<file path="src/rtl/iir_pkg.sv">
// Shared definitions for the IIR filter front end: sample width and pacer FSM states.
package iir_pkg;

  localparam int SAMPLE_W = 24;

  typedef enum logic [1:0] {
    ST_IDLE  = 2'd0,
    ST_PRIME = 2'd1,
    ST_RUN   = 2'd2
  } pacer_state_t;

endpackage

</file>
<file path="src/rtl/iir_pacer_fifo.sv">
// Synchronous sample FIFO with a separately tracked level; no fall-through,
// so a sample written into an empty FIFO is readable only on the next cycle.
module iir_pacer_fifo
  import iir_pkg::*;
#(
  parameter int DEPTH = 16
) (
  input  logic                       clk,
  input  logic                       rst_n,
  input  logic                       clr,
  input  logic                       push,
  input  logic                       pop,
  input  logic signed [SAMPLE_W-1:0] din,
  output logic signed [SAMPLE_W-1:0] dout,
  output logic [$clog2(DEPTH):0]     level,
  output logic                       full,
  output logic                       empty
);

  localparam int PTR_W = $clog2(DEPTH);
  localparam int LVL_W = PTR_W + 1;

  logic signed [SAMPLE_W-1:0] mem_r [DEPTH];
  logic [PTR_W-1:0]           wr_ptr_r;
  logic [PTR_W-1:0]           rd_ptr_r;
  logic [LVL_W-1:0]           level_r;
  logic                       wr_en_s;
  logic                       rd_en_s;

  // full/empty come from the registered level, so a pop never frees a slot for the same-cycle push
  assign full    = (level_r == LVL_W'(DEPTH));
  assign empty   = (level_r == LVL_W'(0));
  assign wr_en_s = push && !full && !clr;
  assign rd_en_s = pop && !empty && !clr;
  assign dout    = mem_r[rd_ptr_r];
  assign level   = level_r;

  // Sample storage write port.
  always_ff @(posedge clk) begin
    if (wr_en_s) begin
      mem_r[wr_ptr_r] <= din;
    end
  end

  // Pointer and occupancy tracking.
  always_ff @(posedge clk or negedge rst_n) begin
    if (!rst_n) begin
      wr_ptr_r <= PTR_W'(0);
      rd_ptr_r <= PTR_W'(0);
      level_r  <= LVL_W'(0);
    end else if (clr) begin
      wr_ptr_r <= PTR_W'(0);
      rd_ptr_r <= PTR_W'(0);
      level_r  <= LVL_W'(0);
    end else begin
      if (wr_en_s) begin
        wr_ptr_r <= wr_ptr_r + PTR_W'(1);
      end
      if (rd_en_s) begin
        rd_ptr_r <= rd_ptr_r + PTR_W'(1);
      end
      case ({wr_en_s, rd_en_s})
        2'b10:   level_r <= level_r + LVL_W'(1);
        2'b01:   level_r <= level_r - LVL_W'(1);
        default: level_r <= level_r;
      endcase
    end
  end

endmodule

</file>
<file path="src/rtl/iir_in_pacer.sv">
// Input pacer for the IIR filter: buffers upstream samples and emits them at a fixed interval.
// Optional statistics counters are enabled with the IIR_PACER_STATS_EN macro.
module iir_in_pacer
  import iir_pkg::*;
#(
  parameter int DEPTH     = 16,
  parameter int PRIME_LVL = 8,
  parameter int CNT_W     = 16
) (
  input  logic                       clk,
  input  logic                       rst_n,
  input  logic                       enable,
  input  logic                       flush,
  input  logic [CNT_W-1:0]           interval,
  input  logic signed [SAMPLE_W-1:0] s_data,
  input  logic                       s_valid,
  output logic                       s_ready,
  output logic signed [SAMPLE_W-1:0] data_out,
  output logic                       data_valid_out,
  output logic [$clog2(DEPTH):0]     fifo_level,
  output logic                       underrun
`ifdef IIR_PACER_STATS_EN
  ,
  output logic [31:0]                sample_cnt,
  output logic [15:0]                drop_cnt
`endif
);

  localparam int LVL_W = $clog2(DEPTH) + 1;

  pacer_state_t               state_r;
  pacer_state_t               state_nxt_s;
  logic [CNT_W-1:0]           timer_r;
  logic [CNT_W-1:0]           reload_s;
  logic signed [SAMPLE_W-1:0] data_out_r;
  logic                       data_valid_r;
  logic                       underrun_r;
  logic signed [SAMPLE_W-1:0] fifo_dout_s;
  logic [LVL_W-1:0]           fifo_level_s;
  logic                       fifo_full_s;
  logic                       fifo_empty_s;
  logic                       slot_s;
  logic                       pop_s;
  logic                       skip_s;

  iir_pacer_fifo #(
    .DEPTH (DEPTH)
  ) u_fifo (
    .clk   (clk),
    .rst_n (rst_n),
    .clr   (flush),
    .push  (s_valid),
    .pop   (pop_s),
    .din   (s_data),
    .dout  (fifo_dout_s),
    .level (fifo_level_s),
    .full  (fifo_full_s),
    .empty (fifo_empty_s)
  );

  // An emission slot opens whenever the running timer reaches zero; flush and stop take precedence
  assign slot_s   = (state_r == ST_RUN) && enable && !flush && (timer_r == CNT_W'(0));
  assign pop_s    = slot_s && !fifo_empty_s;
  assign skip_s   = slot_s && fifo_empty_s;
  assign reload_s = (interval == CNT_W'(0)) ? CNT_W'(0) : (interval - CNT_W'(1));

  assign s_ready        = !fifo_full_s;
  assign fifo_level     = fifo_level_s;
  assign data_out       = data_out_r;
  assign data_valid_out = data_valid_r;
  assign underrun       = underrun_r;

  // Pacing FSM next-state selection.
  always_comb begin
    state_nxt_s = state_r;
    if (flush) begin
      state_nxt_s = enable ? ST_PRIME : ST_IDLE;
    end else if (!enable) begin
      state_nxt_s = ST_IDLE;
    end else begin
      case (state_r)
        ST_IDLE:  state_nxt_s = ST_PRIME;
        ST_PRIME: state_nxt_s = (fifo_level_s >= LVL_W'(PRIME_LVL)) ? ST_RUN : ST_PRIME;
        ST_RUN:   state_nxt_s = ST_RUN;
        default:  state_nxt_s = ST_IDLE;
      endcase
    end
  end

  // State register.
  always_ff @(posedge clk or negedge rst_n) begin
    if (!rst_n) begin
      state_r <= ST_IDLE;
    end else begin
      state_r <= state_nxt_s;
    end
  end

  // Interval timer: held at zero outside RUN so the first RUN cycle is an emission slot.
  always_ff @(posedge clk or negedge rst_n) begin
    if (!rst_n) begin
      timer_r <= CNT_W'(0);
    end else if ((state_r == ST_RUN) && enable && !flush) begin
      if (timer_r == CNT_W'(0)) begin
        timer_r <= reload_s;
      end else begin
        timer_r <= timer_r - CNT_W'(1);
      end
    end else begin
      timer_r <= CNT_W'(0);
    end
  end

  // Emission register, single-cycle valid pulse and sticky underrun flag.
  always_ff @(posedge clk or negedge rst_n) begin
    if (!rst_n) begin
      data_out_r   <= SAMPLE_W'(0);
      data_valid_r <= 1'b0;
      underrun_r   <= 1'b0;
    end else if (flush) begin
      data_out_r   <= data_out_r;
      data_valid_r <= 1'b0;
      underrun_r   <= 1'b0;
    end else begin
      data_valid_r <= pop_s;
      if (pop_s) begin
        data_out_r <= fifo_dout_s;
      end
      if (skip_s) begin
        underrun_r <= 1'b1;
      end
    end
  end

`ifdef IIR_PACER_STATS_EN
  logic [31:0] sample_cnt_r;
  logic [15:0] drop_cnt_r;

  assign sample_cnt = sample_cnt_r;
  assign drop_cnt   = drop_cnt_r;

  // Emitted-sample counter wraps; skipped-slot counter saturates.
  always_ff @(posedge clk or negedge rst_n) begin
    if (!rst_n) begin
      sample_cnt_r <= 32'd0;
      drop_cnt_r   <= 16'd0;
    end else if (flush) begin
      sample_cnt_r <= 32'd0;
      drop_cnt_r   <= 16'd0;
    end else begin
      if (pop_s) begin
        sample_cnt_r <= sample_cnt_r + 32'd1;
      end
      if (skip_s && (drop_cnt_r != 16'hFFFF)) begin
        drop_cnt_r <= drop_cnt_r + 16'd1;
      end
    end
  end
`endif

endmodule
</file>
<file path="config.mk">
export PLATFORM = sky130hd
export DESIGN_NAME = iir_in_pacer
export DESIGN_NICKNAME = d
export VERILOG_FILES = /design/src/rtl/iir_pkg.sv /design/src/rtl/iir_pacer_fifo.sv /design/src/rtl/iir_in_pacer.sv
export SDC_FILE = /design/constraint.sdc
export NUM_CORES = 1
export LEC_CHECK = 0
export ABC_AREA = 1
export CORE_MARGIN = 2
export CORE_UTILIZATION = 39
export CTS_CLUSTER_SIZE = 10
export DETAILED_ROUTE_END_ITERATION = 8
export SLEW_MARGIN = 25
export SYNTH_ARGS = -nofsm -noshare
export SYNTH_HDL_FRONTEND = slang
export SYNTH_SLANG_ARGS = --single-unit
</file>
<file path="constraint.sdc">
create_clock -name clk -period 7.15 [get_ports clk]
set_input_delay 0.715 -clock clk [delete_from_list [all_inputs] [get_ports clk]]
set_output_delay 0.715 -clock clk [all_outputs]
set_load 0.03 [all_outputs]
</file>
# == Word level (Yosys, flattened, before mapping) ==
# Memory sizes are Yosys's and may differ from the RTL's. A register that Yosys moved wholly into a read port is not among the register bits.
# Index checks and enable logic that the tools add are counted.
# word_totals
mem_count,1
out_inout_bits,32
inputBits,45
word_cells,62
mem_bits_rw,384
ff_bits,33
# mem_list
memory,words,width,rd,rd_clocked_by_memory_dff,wr,line_no,text
u_fifo.mem_r,16,24,1,1,1,iir_pacer_fifo.sv:23,logic signed [SAMPLE_W-1:0] mem_r [DEPTH];
# op_classes
add_sub_neg,6
n_lt_le_gt_ge,1
muxes,19
bitwise,1
n_reduce_logical,22
eq_ne,5
# ops
cell,count
16-bit 2-to-1 mux,3
16-bit logical NOT,2
"16-bit by 1-bit subtractor with 16-bit output, second input constant",2
4-bit 2-to-1 mux,4
5-bit case mux with 2 select lines,1
1-bit logical AND,9
"4-bit by 1-bit adder with 4-bit output, second input constant",2
1-bit 2-to-1 mux,6
2-bit 2-to-1 mux,3
2-bit case mux with 3 select lines,1
2-bit nonzero test,3
"5-bit by 1-bit adder with 5-bit output, second input constant",1
"5-bit == test, second input constant",1
"5-bit by 4-bit >= comparator with 1-bit output, second input constant",1
5-bit logical NOT,1
5-bit 2-to-1 mux,1
"5-bit by 1-bit subtractor with 5-bit output, second input constant",1
"2-bit by 1-bit == test with 1-bit output, second input constant",2
"2-bit == test, second input constant",2
1-bit logical NOT,4
3-bit nonzero test,1
2-bit logical NOT,1
2-bit AND reduction,1
1-bit NOT,1

# == Depth between registers and ports, before layout ==
# depth
word_depth,10
ltp_mapped,18
depth_no_buf,18

# == Cells and area by module ==
# Synthesis repeated with hierarchy kept, for this count alone.
# hier_totals
cells_unflattened,1593
hier_area_um2,18501.5
# modules_own_cells
module,instances,seq_area_each_um2,area_per_inst_um2,cells_per_inst
iir_pacer_fifo,1,11856.4,15965.3,1238
iir_in_pacer,1,1101.1,2536.2,355

# == Least setup slack after synthesis ==
# OpenSTA, ideal clock, no wires.
# synth_path
path_type,flip-flop to flip-flop
from,register u_fifo.level_r[0] (netlist: u_fifo.level[0])
to,memory u_fifo.mem_r[11][0] (enable)
setup_time_ps,405
path_stages_with_launch,7
required_ps,6745
synth_period_minus_slack_ps,2840
path_buffers,0
setup_slack_ps,4310
t_arrival_ps,2435
path_cell_list,dfrtp_1 -> inv_1 -> nand4_1 -> nand2_1 -> inv_1 -> nand2_1 -> nor2_1
# synth_via
elab_chain_len,6
# synth_rtl
element,line_no,text
start: declaration,iir_pacer_fifo.sv:26,logic [LVL_W-1:0] level_r;
start signal: assignment,iir_pacer_fifo.sv:63,2'b10: level_r <= level_r + LVL_W'(1);
start signal: assignment,iir_pacer_fifo.sv:64,2'b01: level_r <= level_r - LVL_W'(1);
start signal: assignment,iir_pacer_fifo.sv:65,default: level_r <= level_r;
5-bit == test,iir_pacer_fifo.sv:31,assign full = (level_r == LVL_W'(DEPTH));
1-bit logical NOT,--,
named net s_ready,iir_in_pacer.sv:17,"output logic s_ready,"
1-bit logical AND (2 in a row),iir_pacer_fifo.sv:33,assign wr_en_s = push && !full && !clr;
1-bit 2-to-1 mux,iir_pacer_fifo.sv:40,if (wr_en_s) begin
1-bit 2-to-1 mux (not written as such),iir_pacer_fifo.sv:41,mem_r[wr_ptr_r] <= din;
end: declaration,iir_pacer_fifo.sv:23,
# The timed path passes the listed nets, and every way through them passes these cells.

==> run metrics <==
status=complete, no violations; reg2reg setup slack=4090 ps; Worst Tran Pin Value=roughly 1000 ps; Critical Path Fanout Max=a little under 100; instance count of the mapped netlist=about 1400; CP arrival=3570 ps; Final Hold Viols=0; Flop pwr share=53.1%; CP Data Required Time=between 7000 and 8000 ps; Worst setup SP type=flop; Worst setup EP type=flop; Max Buffers Root-to-Sink=3; post-CTS resize count=0; PortBufs=76; drt drc=0; Combinational Power Share=under 10%; Max Cap Violations=0; hold_buf cts=0; Final ANT Viol Nets=0; Clock transition at path regs=~60 ps; fmax=approximately 330 MHz; Relative slew margins=approximately a third; setup_tns=0 ps; # clock sinks=approximately 440; ys flop type=edfxtp_1; syn nets=1470; Setup Fix Bufs, Post-CTS=0; crit path kind=reg2reg; top cells by area, synth=edfxtp_1 (65%), dfrtp_1 (8.0%), nor2_1 (6.3%); Rows=just under 80; largest net degree at the start of global routing=between 100 and 150; drt wl/cell=just over 20 µm; Post-DP Area=approximately 19000 µm²; clk_lat worst skew=600 ps; Detailed Routing Iterations Pass 1=5; die extent in x=about 220 µm; vias in the first global route=about 11000; synth unique cells=40; Nets=between 1500 and 2000; Switching Share=roughly a fifth; most common cell after layout, fill and taps aside=edfxtp_1; Pins Over Slew Limit=0; Seq/Total Area, Yosys=between 70 and 80%; die area=approximately 48000 µm²; part of the power in the clock network=between 40 and 50%; CTS tree=built; Routed WL=42.9 mm; Via Count=11400; post-detailed-route via-to-cell ratio=roughly 5.4; core area=around 45000 µm²; Post-synth EDFFs=about 380; reported net switching power=about 1100 µW; H-tree levels=2; first-pass GRT wire length=approximately 66 mm; worst clock skew=around 25 ps; Global Route Usage Sum=18.1%; Syn Area/Cell=approximately 13 µm²; GRT overflow=0; power density over the cells=256 nW/µm²; Die Ht=about 220 µm; Synth Cell Area=17900 µm²; I/O pin cnt=77; GP Congestion=roughly 0.81; maximum vdd ir drop=between 0.15 and 0.2 mV; commonest cells after routing, fill and taps aside=edfxtp_1 (384), nor2_1 (282), o21ai_0 (215); Hold Path Class=in2async; top cell type's share of synthesized area=roughly 65%; RSZ-0062 raised after global routing=no; initial antenna violation count=0; post-synthesis async set-or-reset flop share=between 10% and 20%; # setup viols final=0; cell-internal power=roughly 4200 µW; TritonCTS Buffers=between 50 and 60; DR iter-0 viols=~1200; Yosys Warn Count=0; clk root buf=clkbuf_16; largest area contributor in the netlist=edfxtp_1; Synth-to-Final Area Change=16.3%; Final period util=approximately 43%; HPWL Detailed=between 20 and 25 mm; Design Area, Final=roughly 21000 µm²; ant diodes=0; Starting Density=around two fifths; leakage=0.00712 µW; minimum clock period=3060 ps; share of layout cells above drive strength 1=between 7 and 8%; synthesis-stage register bit count=about 440
metal layers:
| layer | vias up | GRT usage (%) | routed length [µm] |
|---|---|---|---|
| met5 | - | 0 | 0 |
| met4 | 0 | 4.99 | 764 |
| met3 | 59 | 2.62 | 2640 |
| met2 | 359 | 29.1 | 20200 |
| met1 | 5673 | 25.8 | 19300 |
| li1 | 5338 | - | - |
logic make-up after synthesis:
logic type / count (synthesis) / synth area share (%)
flops: 441 / 72.5
compound gates: 368 / 12.3
buf+inv: 133 / 2.98
xor+xnor: 22 / 1.08
fa+ha+maj: 10 / 0.700
simple gates: 441 / 10.4
power groups by stage:
stage	Clock, µW	Combinational, µW	Sequential, µW
final	2370	128	2830
after global routing	2520	143	2830
after CTS	2410	131	2830
after detailed placement	0	130	2880
after global placement	0	128	2880
after floorplan	0	41.0	2880
synthesized netlist by cell type (all sizes together), types with 2 or more instances:
| cell type | instances |
|---|---|
| edfxtp | 384 |
| nor2 | 308 |
| o21ai | 224 |
| o221ai | 68 |
| nand2 | 63 |
| clkbuf | 60 |
| dfrtp | 57 |
| nand3 | 55 |
| inv | 47 |
| o22ai | 39 |
| buf | 25 |
| a31oi | 24 |
| xor2 | 13 |
| ha | 10 |
| xnor2 | 9 |
| a21oi | 7 |
| nand4 | 6 |
| nor3 | 6 |
| a211oi | 2 |
registers in the layout, summed over array words and instances (netlist names):
signal,flops
u_fifo.level,5
timer_r,16
data_valid_out,1
u_fifo.wr_ptr_r,4
state_r,2
u_fifo.mem_r,384
underrun,1
data_out,24
u_fifo.rd_ptr_r,4
final timing paths:
check | from | end | cells after the start
setup / recovery | u_fifo.rd_ptr_r[0]$_DFFE_PN0P_ | data_out[12]$_DFFE_PN0P_ | 8
hold / removal | rst_n | data_out[14]$_DFFE_PN0P_ | 1
setup reg to reg | u_fifo.rd_ptr_r[0]$_DFFE_PN0P_ | data_out[12]$_DFFE_PN0P_ | 8
hold reg to reg | timer_r[0]$_DFF_PN0_ | timer_r[0]$_DFF_PN0_ | 1
max in group asynchronous | rst_n | u_fifo.rd_ptr_r[0]$_DFFE_PN0P_ | 1
min in group clk | timer_r[0]$_DFF_PN0_ | timer_r[0]$_DFF_PN0_ | 1
critical path, cell delays in order (launching register included):
cell and delay [ps]:
dfrtp_4 490, inv_4 700, buf_4 890, o21ai_0 170
o22ai_1 150, nor2_1 60, nor2_1 110, o21ai_0 110
a31oi_1 180
stage by stage:
stage / cells / hold slack (ps) / power [µW] / setup slack [ps] / util, %
detailed placement: 2014 / 463 / 3010 / 3510 / 42.4
CTS: 2108 / 265 / 5360 / 4020 / 45.8
finish: 2110 / 239 / 5320 / 4090 / 45.9
floorplan: 1415 / 419 / 2920 / 4310 / -
global route: 2110 / 305 / 5490 / 3750 / 45.9
global placement: 2014 / 468 / 3010 / 3600 / 42.4
cell type report:
type | instances | area (µm²)
fillers | 4098 | 24500
flip-flops and latches | 441 | 13000
multi-input cells | 841 | 4490
clock buffers | 89 | 1440
repair buffers | 86 | 870
well taps | 600 | 751
inverters | 48 | 185
clock inverters | 5 | 68.8
(Power assumes the default switching activity.)
